**src/rtl/mii_rx_framer.sv**
```systemverilog
// mii_rx_framer: MII nibble receiver that strips preamble/SFD, assembles bytes, and reports CRC/length/alignment/PHY status per frame.
module mii_rx_framer #(
  parameter int MIN_FRAME_BYTES = 64,
  parameter int MAX_FRAME_BYTES = 1522
) (
  input  logic       clk,
  input  logic       rst,
  input  logic       mii_rx_dv,
  input  logic       mii_rx_er,
  input  logic [3:0] mii_rxd,
  output logic       out_valid,
  output logic [7:0] out_data,
  output logic       out_sof,
  output logic       out_eof,
  output logic       frame_done,
  output logic       frame_good,
  output logic       err_crc,
  output logic       err_len,
  output logic       err_align,
  output logic       err_phy
);
  localparam logic [1:0] DROP = 2'd0, IDLE = 2'd1, PREAMBLE = 2'd2, DATA = 2'd3;
  localparam logic [10:0] MIN_C = 11'(MIN_FRAME_BYTES);
  localparam logic [10:0] MAX_C = 11'(MAX_FRAME_BYTES);
  localparam logic [31:0] RESIDUE = 32'hDEBB20E3;
  logic [1:0]  state;
  logic        phase;
  logic [3:0]  lo;
  logic [10:0] cnt;
  logic [31:0] crc;
  logic [7:0]  held;
  logic        held_v;
  logic        held_first;
  logic        phy;
  logic [7:0]  byte_in;
  logic        phy_n;
  logic        short_n;
  logic        crc_bad;
  logic        trunc;
  function automatic logic [31:0] crc_byte(input logic [31:0] c, input logic [7:0] d);
    logic [31:0] r;
    r = c ^ {24'd0, d};
    for (int i = 0; i < 8; i++) r = r[0] ? (r >> 1) ^ 32'hEDB88320 : r >> 1;
    return r;
  endfunction
  always_comb begin
    byte_in = {mii_rxd, lo};
    phy_n   = phy | mii_rx_er;
    short_n = cnt < MIN_C;
    crc_bad = crc != RESIDUE;
    trunc   = phase && cnt == MAX_C;
  end
  always_ff @(posedge clk) begin
    if (rst) begin
      state      <= DROP;
      phase      <= 1'b0;
      lo         <= 4'd0;
      cnt        <= 11'd0;
      crc        <= '1;
      held       <= 8'd0;
      held_v     <= 1'b0;
      held_first <= 1'b0;
      phy        <= 1'b0;
      out_valid  <= 1'b0;
      out_data   <= 8'd0;
      out_sof    <= 1'b0;
      out_eof    <= 1'b0;
      frame_done <= 1'b0;
      frame_good <= 1'b0;
      err_crc    <= 1'b0;
      err_len    <= 1'b0;
      err_align  <= 1'b0;
      err_phy    <= 1'b0;
    end else begin
      out_valid  <= 1'b0;
      out_sof    <= 1'b0;
      out_eof    <= 1'b0;
      frame_done <= 1'b0;
      frame_good <= 1'b0;
      err_crc    <= 1'b0;
      err_len    <= 1'b0;
      err_align  <= 1'b0;
      err_phy    <= 1'b0;
      case (state)
        DROP: if (!mii_rx_dv) state <= IDLE;
        IDLE: if (mii_rx_dv) state <= (mii_rxd == 4'h5) ? PREAMBLE : DROP;
        PREAMBLE:
          if (!mii_rx_dv) state <= IDLE;
          else if (mii_rxd == 4'hD) begin
            state  <= DATA;
            phase  <= 1'b0;
            cnt    <= 11'd0;
            phy    <= 1'b0;
            held_v <= 1'b0;
            crc    <= '1;
          end else if (mii_rxd != 4'h5) state <= DROP;
        DATA:
          if (!mii_rx_dv) begin
            out_valid  <= held_v;
            if (held_v) out_data <= held;
            out_sof    <= held_v & held_first;
            out_eof    <= 1'b1;
            frame_done <= 1'b1;
            err_align  <= phase;
            err_len    <= short_n;
            err_crc    <= crc_bad;
            err_phy    <= phy;
            frame_good <= !(phase || short_n || crc_bad || phy);
            state      <= IDLE;
          end else begin
            phy <= phy_n;
            if (!phase) begin
              lo    <= mii_rxd;
              phase <= 1'b1;
            end else if (trunc) begin
              // Byte MAX+1 is dropped; the frame closes on the byte already held.
              out_valid  <= held_v;
              if (held_v) out_data <= held;
              out_sof    <= held_v & held_first;
              out_eof    <= 1'b1;
              frame_done <= 1'b1;
              err_len    <= 1'b1;
              err_phy    <= phy_n;
              state      <= DROP;
            end else begin
              phase      <= 1'b0;
              crc        <= crc_byte(crc, byte_in);
              cnt        <= (cnt == 11'h7FF) ? cnt : cnt + 11'd1;
              out_valid  <= held_v;
              if (held_v) out_data <= held;
              out_sof    <= held_v & held_first;
              held       <= byte_in;
              held_v     <= 1'b1;
              held_first <= cnt == 11'd0;
            end
          end
      endcase
    end
  end
endmodule

```
**config.mk**
```make
export PLATFORM = sky130hd
export DESIGN_NAME = mii_rx_framer
export DESIGN_NICKNAME = d
export VERILOG_FILES = /design/src/rtl/mii_rx_framer.sv
export SDC_FILE = /design/constraint.sdc
export NUM_CORES = 1
export LEC_CHECK = 0
export CORE_MARGIN = 10
export CORE_UTILIZATION = 65
export CTS_BUF_LIST = sky130_fd_sc_hd__clkbuf_2
export CTS_CLUSTER_SIZE = 25
export DETAILED_ROUTE_END_ITERATION = 7
export GPL_TIMING_DRIVEN = 0
export PLACE_DENSITY = 0.9
export SETUP_SLACK_MARGIN = 0.05
export SYNTH_ARGS = -nofsm -noshare
export SYNTH_HDL_FRONTEND = slang
export SYNTH_SLANG_ARGS = --single-unit
```
**constraint.sdc**
```tcl
create_clock -name clk -period 4.65 [get_ports clk]
set_input_delay 0.465 -clock clk [delete_from_list [all_inputs] [get_ports clk]]
set_output_delay 0.465 -clock clk [all_outputs]
set_load 0.01 [all_outputs]
```
* After elaboration in Yosys (flattened, before gate mapping)
Index checks and enable logic that the tools add are counted.
** Word-level totals
- Flip-flop bits (word level) :: 77
- Logic and storage cells :: 128
- Input bits :: 8
- Output and inout bits :: 17
** Cells by class
- $add $sub $neg :: 1
- Bitwise operators :: 14
- Reduce and logical (&&, ||, !) cells :: 17
- Order comparisons :: 1
- Equal/unequal tests :: 21
- Multiplexer cells :: 56
** Operators with widths (number)
- 2-to-1 mux 32 bit :: 13
- NOT 13 -> 14 bit :: 8
- 2-to-1 mux 11 bit :: 6
- case mux 32 bit (2 select lines) :: 1
- != test 32 bit (second input constant) :: 1
- bitwise XOR 32 x 8 -> 32 bit :: 1
- 2-to-1 mux 8 bit :: 3
- equality test 11 bit (second input constant) :: 2
- case mux 11 bit (2 select lines) :: 1
- 2-to-1 mux 1 bit :: 19
- 2-to-1 mux 2 bit :: 9
- != test 2 bit (second input constant) :: 8
- adder 11 x 1 -> 11 bit (second input constant) :: 1
- zero test 11 bit :: 1
- < comparator 11 x 7 -> 1 bit (second input constant) :: 1
- case mux 2 bit (4 select lines) :: 1
- AND reduction 4 bit :: 2
- AND reduction 7 bit :: 1
- != test 3 bit (second input constant) :: 2
- case mux 1 bit (2 select lines) :: 3
- AND reduction 6 bit :: 1
- AND reduction 5 bit :: 1
- equality test 2 bit (second input constant) :: 2
- equality test 4 x 3 -> 1 bit (second input constant) :: 1
- 17 further kinds :: 21

* Depth between registers and ports, before layout
Gate-level depths: netlist of run 1.
- Depth in word-level cells :: 21
- Depth in mapped cells :: 8
- Depth with buffers taken out :: 6

* Worst setup path after synthesis of run 1
OpenSTA, ideal clock, no wires.
- Kind :: register to register
- Start point :: register cnt[0]
- End point :: register cnt[0]
- Cell stages (with the launch flop) :: 8
- Path buffers :: 1
- Path slack :: 2.764 ns
- Data required time :: 4.529 ns
- Data arrival time :: 1.765 ns
- Setup time :: 0.121 ns
- Period minus slack after synthesis :: 1.886 ns
- Cells stage by stage :: dfxtp_1 inv_1 ha_1 nor4b_2 o211a_1 clkbuf_1 o21ai_0 mux2_2
** On the way
- Word-level cells in the longest chain between the ends :: 6
- Elaborated cells between the ends (all ways) :: 12
- Classes of those cells :: add/sub (1); eq/ne (4); mux (5); reduce/logical (2)
** RTL lines
- from (decl) :: line 29 : logic [10:0] cnt;
- from (signal assigned) :: line 128 : cnt <= (cnt == 11'h7FF) ? cnt : cnt + 11'd1;
- adder 11 x 1 -> 11 bit :: line 128
- 2-to-1 mux 11 bit :: line 128
- 2-to-1 mux 11 bit :: line 115 : end else if (trunc) begin
- 2-to-1 mux 11 bit :: line 112 : if (!phase) begin
- 2-to-1 mux 11 bit :: line 98 : if (!mii_rx_dv) begin
- case mux 11 bit (2 select lines) :: line 84 : case (state)
Several ways; a longest one is shown, not always the timed one. The select of a mux whose other input is x is not followed.
A chain may end at the register's enable or synchronous reset.

* Worst setup path in the final report of run 1
- Start point :: register state[1]
- End point :: register crc[1]
** On the way
- Word-level cells in the longest chain between the ends :: 3
- Elaborated cells between the ends (all ways) :: 10
- Classes of those cells :: eq/ne (7); mux (1); reduce/logical (2)
** RTL lines
- from (decl) :: line 26 : logic [1:0] state;
- from (signal assigned) :: line 86 : IDLE: if (mii_rx_dv) state <= (mii_rxd == 4'h5) ? PREAMBLE : DROP;
- equality test 2 bit :: line 84
- != test 2 bit (no line) / nonzero test 2 bit (equally long branches)
- AND reduction 6 bit (no line)
- to (signal assigned) :: line 127 : crc <= crc_byte(crc, byte_in);
- to (decl) :: line 30 : logic [31:0] crc;
Several ways; a longest one is shown, not always the timed one.

==> flow_summary.json, run 1 <==
{
  "vias_per_cell": 6.32,
  "synth_area_per_cell_um2": 10.9,
  "reg2reg_from": "state[1]",
  "pin_count": 25,
  "rsz0062_at_grt": "false",
  "final_cells": 480,
  "holdCritStartpoint": "held_first",
  "wl_per_cell_um": 19.0,
  "setup_viol": 0,
  "dp.cells": 464,
  "grt_first_pass_wirelength_um": 15200,
  "critPathCaptureType": "register",
  "dieArea_mm2": 0.00966,
  "insertedDiodeCount": 0,
  "syn_area_mm2": 0.00398,
  "clk_path_buf_depth": 2,
  "ant_nets": 0,
  "skew_ps": 31.7,
  "clock_latency_ps": 550,
  "grt-ovfl-total": 0,
  "finalSetupTns_ps": 0,
  "ys.flop_type": "dfxtp_1",
  "crit_type": "reg2reg",
  "areaGrowthSynthToFinish_pct": 11.6,
  "holdPathEnd": "out_sof",
  "syn_inst": 365,
  "port-buffer-count": 24,
  "crit_buf_inv": 3,
  "initial_core_util": 0.672,
  "hp-class": "reg2reg",
  "cpPeakStageDelay_ps": 520,
  "synth_top_family_by_area": "XOR/XNOR gates",
  "synth_edf_count": 0,
  "powerDensity_mw_per_mm2": 261,
  "grt_max_degree": 16,
  "cts_resized": 0,
  "synth-adder-area-share": 0.00943,
  "outcome": "completed",
  "cts_tree": "done",
  "clock_sinks": 77,
  "crit_top_cell": "clkbuf_1",
  "postCtsSetupRepairBufs": 0,
  "ys_seq_area_frac": 0.387,
  "synth-xor-area-share": 0.245,
  "rr_endpoint": "crc[1]",
  "synth_compound_area_frac": 0.149,
  "slew_violations": 0,
  "cts-root-buf": "clkbuf_2",
  "critPathSlowestCell": "nor3_2",
  "worstPathArrival_ps": 2960,
  "synth.area.mux_share": 0.0383,
  "hpwl_um": 6660,
  "place_congestion": 0.982,
  "clkSlewWorstSetupHoldPaths_ps": 240,
  "cts_max_level": 3,
  "wirelength_um": 9110,
  "max_freq_mhz": 398,
  "drive_gt1_frac": 0.0988,
  "grt_antenna_before_repair": 0,
  "min_period_ps": 2510,
  "die_y_um": 98.3,
  "p_leak_nw": 1.71,
  "die_w_um": 98.3,
  "r2r_setup_slack_ps": 2140,
  "whs_ps": 483,
  "grt_usage": 0.192,
  "ys_async_sr_fraction": 0,
  "cts-hold-fix-buffers": 0,
  "final_common_cell": "dfxtp_1",
  "reg2regPathDepth": 6,
  "coreArea_mm2": 0.00592,
  "ys_ff_latch": 77,
  "synth-warning-count": 0,
  "syn_nets": 376,
  "max_slew_margin": 0.540,
  "num_vias": 3033,
  "cts_buffers": 9,
  "cp.depth": 6,
  "required_ps": 5090,
  "path_max_fanout": 10,
  "critPathTopFamily": "buffers and inverters",
  "critPathLaunchType": "register",
  "first_iter_violations": 213,
  "fin_util": 0.750,
  "worstHoldPathCells": 1,
  "period_share": 0.540,
  "grt_pass1_vias": 3028,
  "maxCapViolCount": 0,
  "drc": 0,
  "dr.pass1.iters": 5,
  "crit_chain": "buf_2 -> nand4_1 -> clkbuf_1 -> nor3_2 -> clkbuf_1 -> a2bb2oi_1",
  "synth_simple_gate_area_share": 0.142,
  "worst_slew_pin_slew_ps": 684,
  "layout.nets": 411,
  "hold_viol": 0,
  "ys_types": 55,
  "ir_worst_vdd_v": 0.000199,
  "num_rows": 28,
  "layout_common_cells": "77 x dfxtp_1, 26 x a2bb2oi_1, 24 x clkdlybuf4s50_1, 20 x nor2_1, 18 x xnor2_1"
}
-- per-layer routing --
| metal | GRT usage | vias up | wire (um) |
|---|---|---|---|
| met5 | 0 | - | 0 |
| met4 | 0.109 | 0 | 293 |
| met3 | 0.0366 | 30 | 623 |
| met2 | 0.322 | 130 | 4530 |
| met1 | 0.224 | 1462 | 3660 |
| li1 | - | 1411 | - |
-- worst register-to-register path: cells and delay by family (launching register included) --
kind                   cells  cell delay, ps
buffers and inverters      3            1010
and+or+nand+nor            2             840
DFF                        1             370
AOI/OAI and AO/OA          1             190
-- where the power goes --
group	total (mW)	switching [mW]	internal, mW	leakage, nW
clock network	0.397	0.263	0.134	0.0792
registers	0.663	0.000941	0.662	0.622
logic	0.0970	0.0456	0.0514	1.01
total	1.16	0.309	0.848	1.71
-- logic make-up after synthesis --
logic type,Yosys count
and+or+nand+nor,95
AOI/OAI and AO/OA,83
DFF,77
xor gates and xnor gates,62
buffers and inverters,30
muxes,15
adders and majority gates,3
-- worst max path at each step --
| stage | startpoint | end | slack (ps) |
|---|---|---|---|
| 6_report | state[1] | crc[1] | 2140 |
| 5_1_grt | state[1] | crc[4] | 1980 |
| 3_5_place_dp | mii_rx_dv | crc[3] | 1720 |
| 4_1_cts | state[1] | crc[1] | 2160 |
| 2_1_floorplan | cnt[0] | cnt[0] | 2760 |
| 3_3_place_gp | mii_rx_dv | crc[26] | 1740 |
-- per-stage QoR --
stage                     setup slack [ps]  power [mW]  instance area, um^2
final                                 2140        1.16                 4440
after global routing                  1980        1.19                 4440
after CTS                             2160        1.16                 4440
after detailed placement              1720       0.771                 4320
after global placement                1740       0.769                 4320
after floorplan                       2760       0.748                 3980
-- layout make-up --
class	instances	area, um^2
multi-input cells	258	2320
flip-flops and latches	77	1540
fillers	387	1480
repair buffers	24	240
well taps	75	93.8
plain buffers	21	83.8
clock inverters	7	81.3
clock buffers	9	45.0
inverters	9	33.8
-- Yosys cell counts (2+ instances only) --
master     instances  area share
a21boi_0           5      0.0094
dfxtp_1           77        0.39
and3_1             2      0.0031
o21ai_0           11       0.014
or4_1              8       0.015
nor4_1             3      0.0047
o211ai_1           3      0.0057
and4_1             7       0.015
nand4b_1           5       0.011
and2_1             2      0.0031
or3_1              3      0.0047
nor2_1            20       0.019
nand2b_1           2      0.0031
o31ai_1            5      0.0094
nand3_1           14       0.018
nand2_1            8      0.0075
o22a_1             5       0.011
inv_1              9      0.0085
nor3_1             4      0.0050
xnor2_4            3       0.021
nand4_1            6      0.0094
ha_1               3      0.0094
nor2b_1            2      0.0031
mux2i_1           13       0.033
xor2_4             3       0.021
xor2_1            12       0.026
a2bb2oi_1         26       0.057
clkbuf_1          17       0.016
o21a_1             4      0.0075
xnor3_1           15       0.085
xnor2_1           18       0.040
a21oi_1           16       0.020
buf_1              2      0.0019
mux2_2             2      0.0057
xnor2_2            7       0.029
a31oi_1            3      0.0047
nand3b_1           2      0.0038
-- sequential cells by signal (all words and copies together) (netlist names), 2 cells and up --
| signal | cells |
|---|---|
| crc | 32 |
| held | 8 |
| lo | 4 |
| state | 2 |
| cnt | 11 |
| out_data | 8 |
Power figures use the tool's default switching activity.
==> run 2, diff against run 1 <==
Settings changed: CORE_UTILIZATION 65 to 55, PLACE_DENSITY 0.9 to 0.82.
Clock period 4.65 ns to 2.1 ns, I/O delays scaled along.
==> run 2 against run 1 <==
Effect of this change: design area rose by 3.0%; via count fell by 1.4%; first-iteration DRC count fell by 5.2%; wire length fell by 2.3%; clock power rose by 94%; sequential power rose by 120%; sequential share of layout area fell by 0.94 points; flip-flop and latch count did not move; critical path type unchanged; critical endpoint is now crc[16]; largest power group unchanged; highest routed layer unchanged.
==> flow_summary.json, run 2 (synthesized netlist as in run 1, its figures left out) <==
{
  "setup_viol": 0,
  "cts-root-buf": "clkbuf_2",
  "wl_per_cell_um": 17.6,
  "rsz0062_at_grt": "true",
  "layout.nets": 415,
  "areaGrowthSynthToFinish_pct": 14.9,
  "grt_use_met2": 0.255,
  "grt_first_pass_wirelength_um": 14600,
  "dr.pass1.iters": 5,
  "clkSlewWorstSetupHoldPaths_ps": 250,
  "cts-hold-fix-buffers": 0,
  "clock_latency_ps": 550,
  "worst_slew_pin_slew_ps": 641,
  "initial_core_util": 0.576,
  "cts_max_level": 3,
  "cts_buffers": 9,
  "final_common_cell": "dfxtp_1",
  "whs_ps": 290,
  "vias_per_cell": 5.92,
  "dieArea_mm2": 0.0110,
  "coreArea_mm2": 0.00691,
  "max_slew_margin": 0.573,
  "insertedDiodeCount": 0,
  "clock_sinks": 77,
  "skew_ps": 31.3,
  "grt_antenna_before_repair": 0,
  "worstPathArrival_ps": 2440,
  "grt_pass1_vias": 2824,
  "max_freq_mhz": 511,
  "path_max_fanout": 6,
  "r2r_setup_slack_ps": 140,
  "top_regs": "crc: 32 flops, cnt: 11 flops",
  "largest-register": "crc",
  "grt_usage": 0.160,
  "drive_gt1_frac": 0.147,
  "met1_usage": 0.210,
  "required_ps": 2590,
  "first_iter_violations": 202,
  "drc": 0,
  "pre_cts_slack_ps": -538,
  "ant_nets": 0,
  "die_y_um": 105,
  "die_w_um": 105,
  "layout_common_cells": "75 x dfxtp_1, 26 x a2bb2oi_1, 24 x clkdlybuf4s50_1, 20 x nor2_1, 18 x xnor2_1",
  "clk_path_buf_depth": 2,
  "period_share": 0.931,
  "hpwl_um": 6370,
  "wirelength_um": 8900,
  "num_rows": 30,
  "grt_max_degree": 17,
  "crit_type": "reg2reg",
  "powerDensity_mw_per_mm2": 539,
  "setup_slack_ps": 144,
  "hp-class": "in2reg",
  "grt.met3_usage": 0.0301,
  "outcome": "completed",
  "cts_tree": "done",
  "finalSetupTns_ps": 0,
  "grt-ovfl-total": 0,
  "maxCapViolCount": 0,
  "min_period_ps": 1960,
  "hold_viol": 0,
  "critPathLaunchType": "register",
  "num_vias": 2991,
  "fin_util": 0.662,
  "ir_worst_vdd_v": 0.000302,
  "grt_most_used_layer": "met2",
  "largest_reg_flops": 32,
  "p_leak_nw": 1.75,
  "slew_violations": 0,
  "place_congestion": 0.885,
  "critPathCaptureType": "register",
  "pin_count": 25,
  "finalPower_mw": 2.46,
  "port-buffer-count": 24
}
-- run 2: routing by layer --
layer / vias up / wire length [um]
li1: 1425 / -
met1: 1461 / 3870
met2: 87 / 4370
met3: 18 / 512
met4: 0 / 143
met5: - / 0
-- run 2: final timing paths --
check,endpoint,depth (start not counted),start
worst max-delay path,crc[16],4,lo[0]
worst min-delay path,phy,3,mii_rx_er
worst max register to register,crc[16],4,lo[0]
worst min register to register,out_sof,1,held_first
-- run 2: where the power goes --
part / switching (mW) / internal (mW)
Sequential: 0.00194 / 1.47
Clock: 0.587 / 0.183
Combinational: 0.108 / 0.117
Total: 0.697 / 1.77
-- run 2: layout make-up --
| class | instances | area [um^2] |
|---|---|---|
| Inverter | 9 | 33.8 |
| Tap cell | 96 | 120 |
| Fill cell | 539 | 2330 |
| Clock buffer | 9 | 45.0 |
| Sequential cell | 77 | 1540 |
| Multi-Input combinational cell | 258 | 2380 |
| Clock inverter | 7 | 63.8 |
| Buffer | 20 | 95.1 |
| Timing Repair Buffer | 29 | 290 |
-- run 2: stage by stage --
step	instance area, um^2	cells
finish	4570	505
global route	4570	505
CTS	4480	500
detailed placement	4340	485
global placement	4340	485
floorplan	3980	365
-- run 2: worst max-delay path, cell delays in order, from the launching register on --
cell,delay [ps]
dfxtp_1,410
xnor2_2,540
xor2_1,490
xnor3_1,290
o22a_1,160
-- run 2: timing repair --
item	in CTS	in global routing
endpoints found under the setup margin	46	48
buffers inserted	0	5
gates resized for setup	12	19
pin swaps	1	7
==> run 3, diff against run 2 <==
Settings changed: CORE_MARGIN 10 to 2, SLEW_MARGIN set to 20.
==> run 3 against run 2 <==
Effect of this change: sequential power is essentially flat; non-clock buffer count grew 7; setup slack lost 40 ps; worst hold slack gained 45 ps; wire length shrank 0.37%; flip-flop and latch count is the same; via count grew 0.37%; clock skew shrank 4.3 ps; global-route usage grew 7.4 points; largest cell class unchanged; largest power group unchanged; highest routed layer unchanged.
==> flow_summary.json, run 3 (synthesized netlist as in run 1, its figures left out) <==
{
  "register_area_mm2": 0.00155,
  "layout_common_cells": "76 x dfxtp_1, 26 x a2bb2oi_1, 24 x clkdlybuf4s50_1, 20 x nor2_1, 18 x xnor2_1",
  "drc": 0,
  "power.switching_mw": 0.640,
  "die_y_um": 89.1,
  "outcome": "completed",
  "p_leak_nw": 1.76,
  "seqPwrFrac": 0.620,
  "finalPower_mw": 2.37,
  "dr.pass1.iters": 4,
  "die_w_um": 89.1,
  "vias_per_cell": 5.83,
  "clkSlewWorstSetupHoldPaths_ps": 190,
  "num_rows": 31,
  "cts_max_level": 3,
  "critPathSlowestCell": "xnor2_2",
  "crit_chain": "xnor2_2 -> xor2_1 -> xnor3_1 -> o22a_1",
  "skew_ps": 27.0,
  "cts_tree": "done",
  "insertedDiodeCount": 0,
  "final_common_cell": "dfxtp_1",
  "min_period_ps": 2000,
  "wirelength_um": 8870,
  "layout.nets": 422,
  "p_comb_frac": 0.094,
  "grt_usage": 0.233,
  "slew_violations": 0,
  "max_freq_mhz": 501,
  "crit_type": "reg2reg",
  "grt_max_degree": 14,
  "setup_viol": 0,
  "dieArea_mm2": 0.00794,
  "largest_reg_flops": 32,
  "place_congestion": 0.873,
  "grt_antenna_before_repair": 0,
  "largest-register": "crc",
  "pre_cts_slack_ps": -596,
  "ir_worst_vdd_v": 0.000485,
  "multiInputGateArea_mm2": 0.00237,
  "max_slew_margin": 0.555,
  "maxCapViolCount": 0,
  "wl_per_cell_um": 17.2,
  "clk_path_buf_depth": 2,
  "port-buffer-count": 24,
  "ant_nets": 0,
  "first_iter_violations": 130,
  "fillers": 578,
  "clock_latency_ps": 530,
  "period_share": 0.951,
  "cpPeakStageDelay_ps": 560,
  "hp-class": "in2reg",
  "worstPathArrival_ps": 2420,
  "grt_first_pass_wirelength_um": 14200,
  "coreArea_mm2": 0.00714,
  "pin_count": 25,
  "areaGrowthSynthToFinish_pct": 15.1,
  "cts-root-buf": "clkbuf_2",
  "initial_core_util": 0.558,
  "top_regs": "crc: 32 flops, cnt: 11 flops",
  "swShare": 0.271,
  "required_ps": 2530,
  "num_vias": 3002,
  "drive_gt1_frac": 0.151,
  "hold_viol": 0,
  "grt-ovfl-total": 0,
  "power.internal_mw": 1.73,
  "path_max_fanout": 6,
  "hpwl_um": 6310,
  "powerDensity_mw_per_mm2": 516,
  "cts_buffers": 9,
  "rsz0062_at_grt": "true",
  "dpl_cell_area_mm2": 0.00435,
  "critPathLaunchType": "register",
  "critPathCaptureType": "register",
  "design_area_mm2": 0.00458,
  "clock_sinks": 77,
  "setup_slack_ps": 104,
  "clkPwrFrac": 0.286,
  "worst_slew_pin_slew_ps": 664,
  "grt_pass1_vias": 2853
}
-- run 3: changes by cell type in the layout (fill, tap and decap cells not counted), sizes merged --
cell / before / now
clkinv: 1 / 4
clkinvlp: 2 / 3
buf: 10 / 16
clkbuf: 24 / 25
inv: 13 / 9
-- run 3: cell type report --
cell class / count / area share
plain buffers: 20 / 0.0194
multi-input cells: 258 / 0.518
clock inverters: 7 / 0.00928
repair buffers: 36 / 0.0721
clock buffers: 9 / 0.00983
flip-flops and latches: 77 / 0.337
well taps: 99 / 0.0270
inverters: 9 / 0.00737
-- run 3: final timing paths --
path,depth (start not counted),start,slack [ps],end
max,4,lo[0],100,crc[16]
min,3,mii_rx_er,330,phy
max reg2reg,4,lo[0],100,crc[16]
min reg2reg,1,held_first,470,out_sof
-- run 3: timing repair --
action | 4_1_cts | 5_1_grt
pin swaps | 1 | 1
resized for setup | 10 | 10
hold buffers | 0 | 0
buffers inserted | 3 | 9
endpoints found under the setup margin | 46 | 48
cloned | 0 | 0
-- run 3: per-layer routing --
metal  GRT usage  share of wire  wire length (um)  vias to the layer above
met3      0.0739          0.060               530                       15
li1            -              -                 -                     1432
met1       0.309           0.44              3930                     1451
met2       0.373           0.48              4280                      104
met5           0              0                 0                        -
met4      0.0597          0.014               127                        0
-- run 3: worst max-delay path, delay by kind of cell, from the launching register on --
kind | cells | cell delay [ps]
DFF | 1 | 390
xor gates and xnor gates | 3 | 1350
AOI/OAI and AO/OA | 1 | 170
-- run 3: through the flow --
step	hold WS [ps]	instances	util	setup TNS, ps
2_1_floorplan	289	365	-	0
3_3_place_gp	442	488	0.609	-12890
3_5_place_dp	435	488	0.609	-14020
4_1_cts	290	506	0.627	0
5_1_grt	306	515	0.642	0
6_report	334	515	0.642	0
-- run 3: power groups by stage --
stage	sequential (mW)	clock (mW)	combinational, mW
finish	1.47	0.678	0.223
floorplan	1.50	0	0.160
CTS	1.47	0.682	0.218
global route	1.47	0.745	0.236
detailed placement	1.50	0	0.216
global placement	1.50	0	0.211
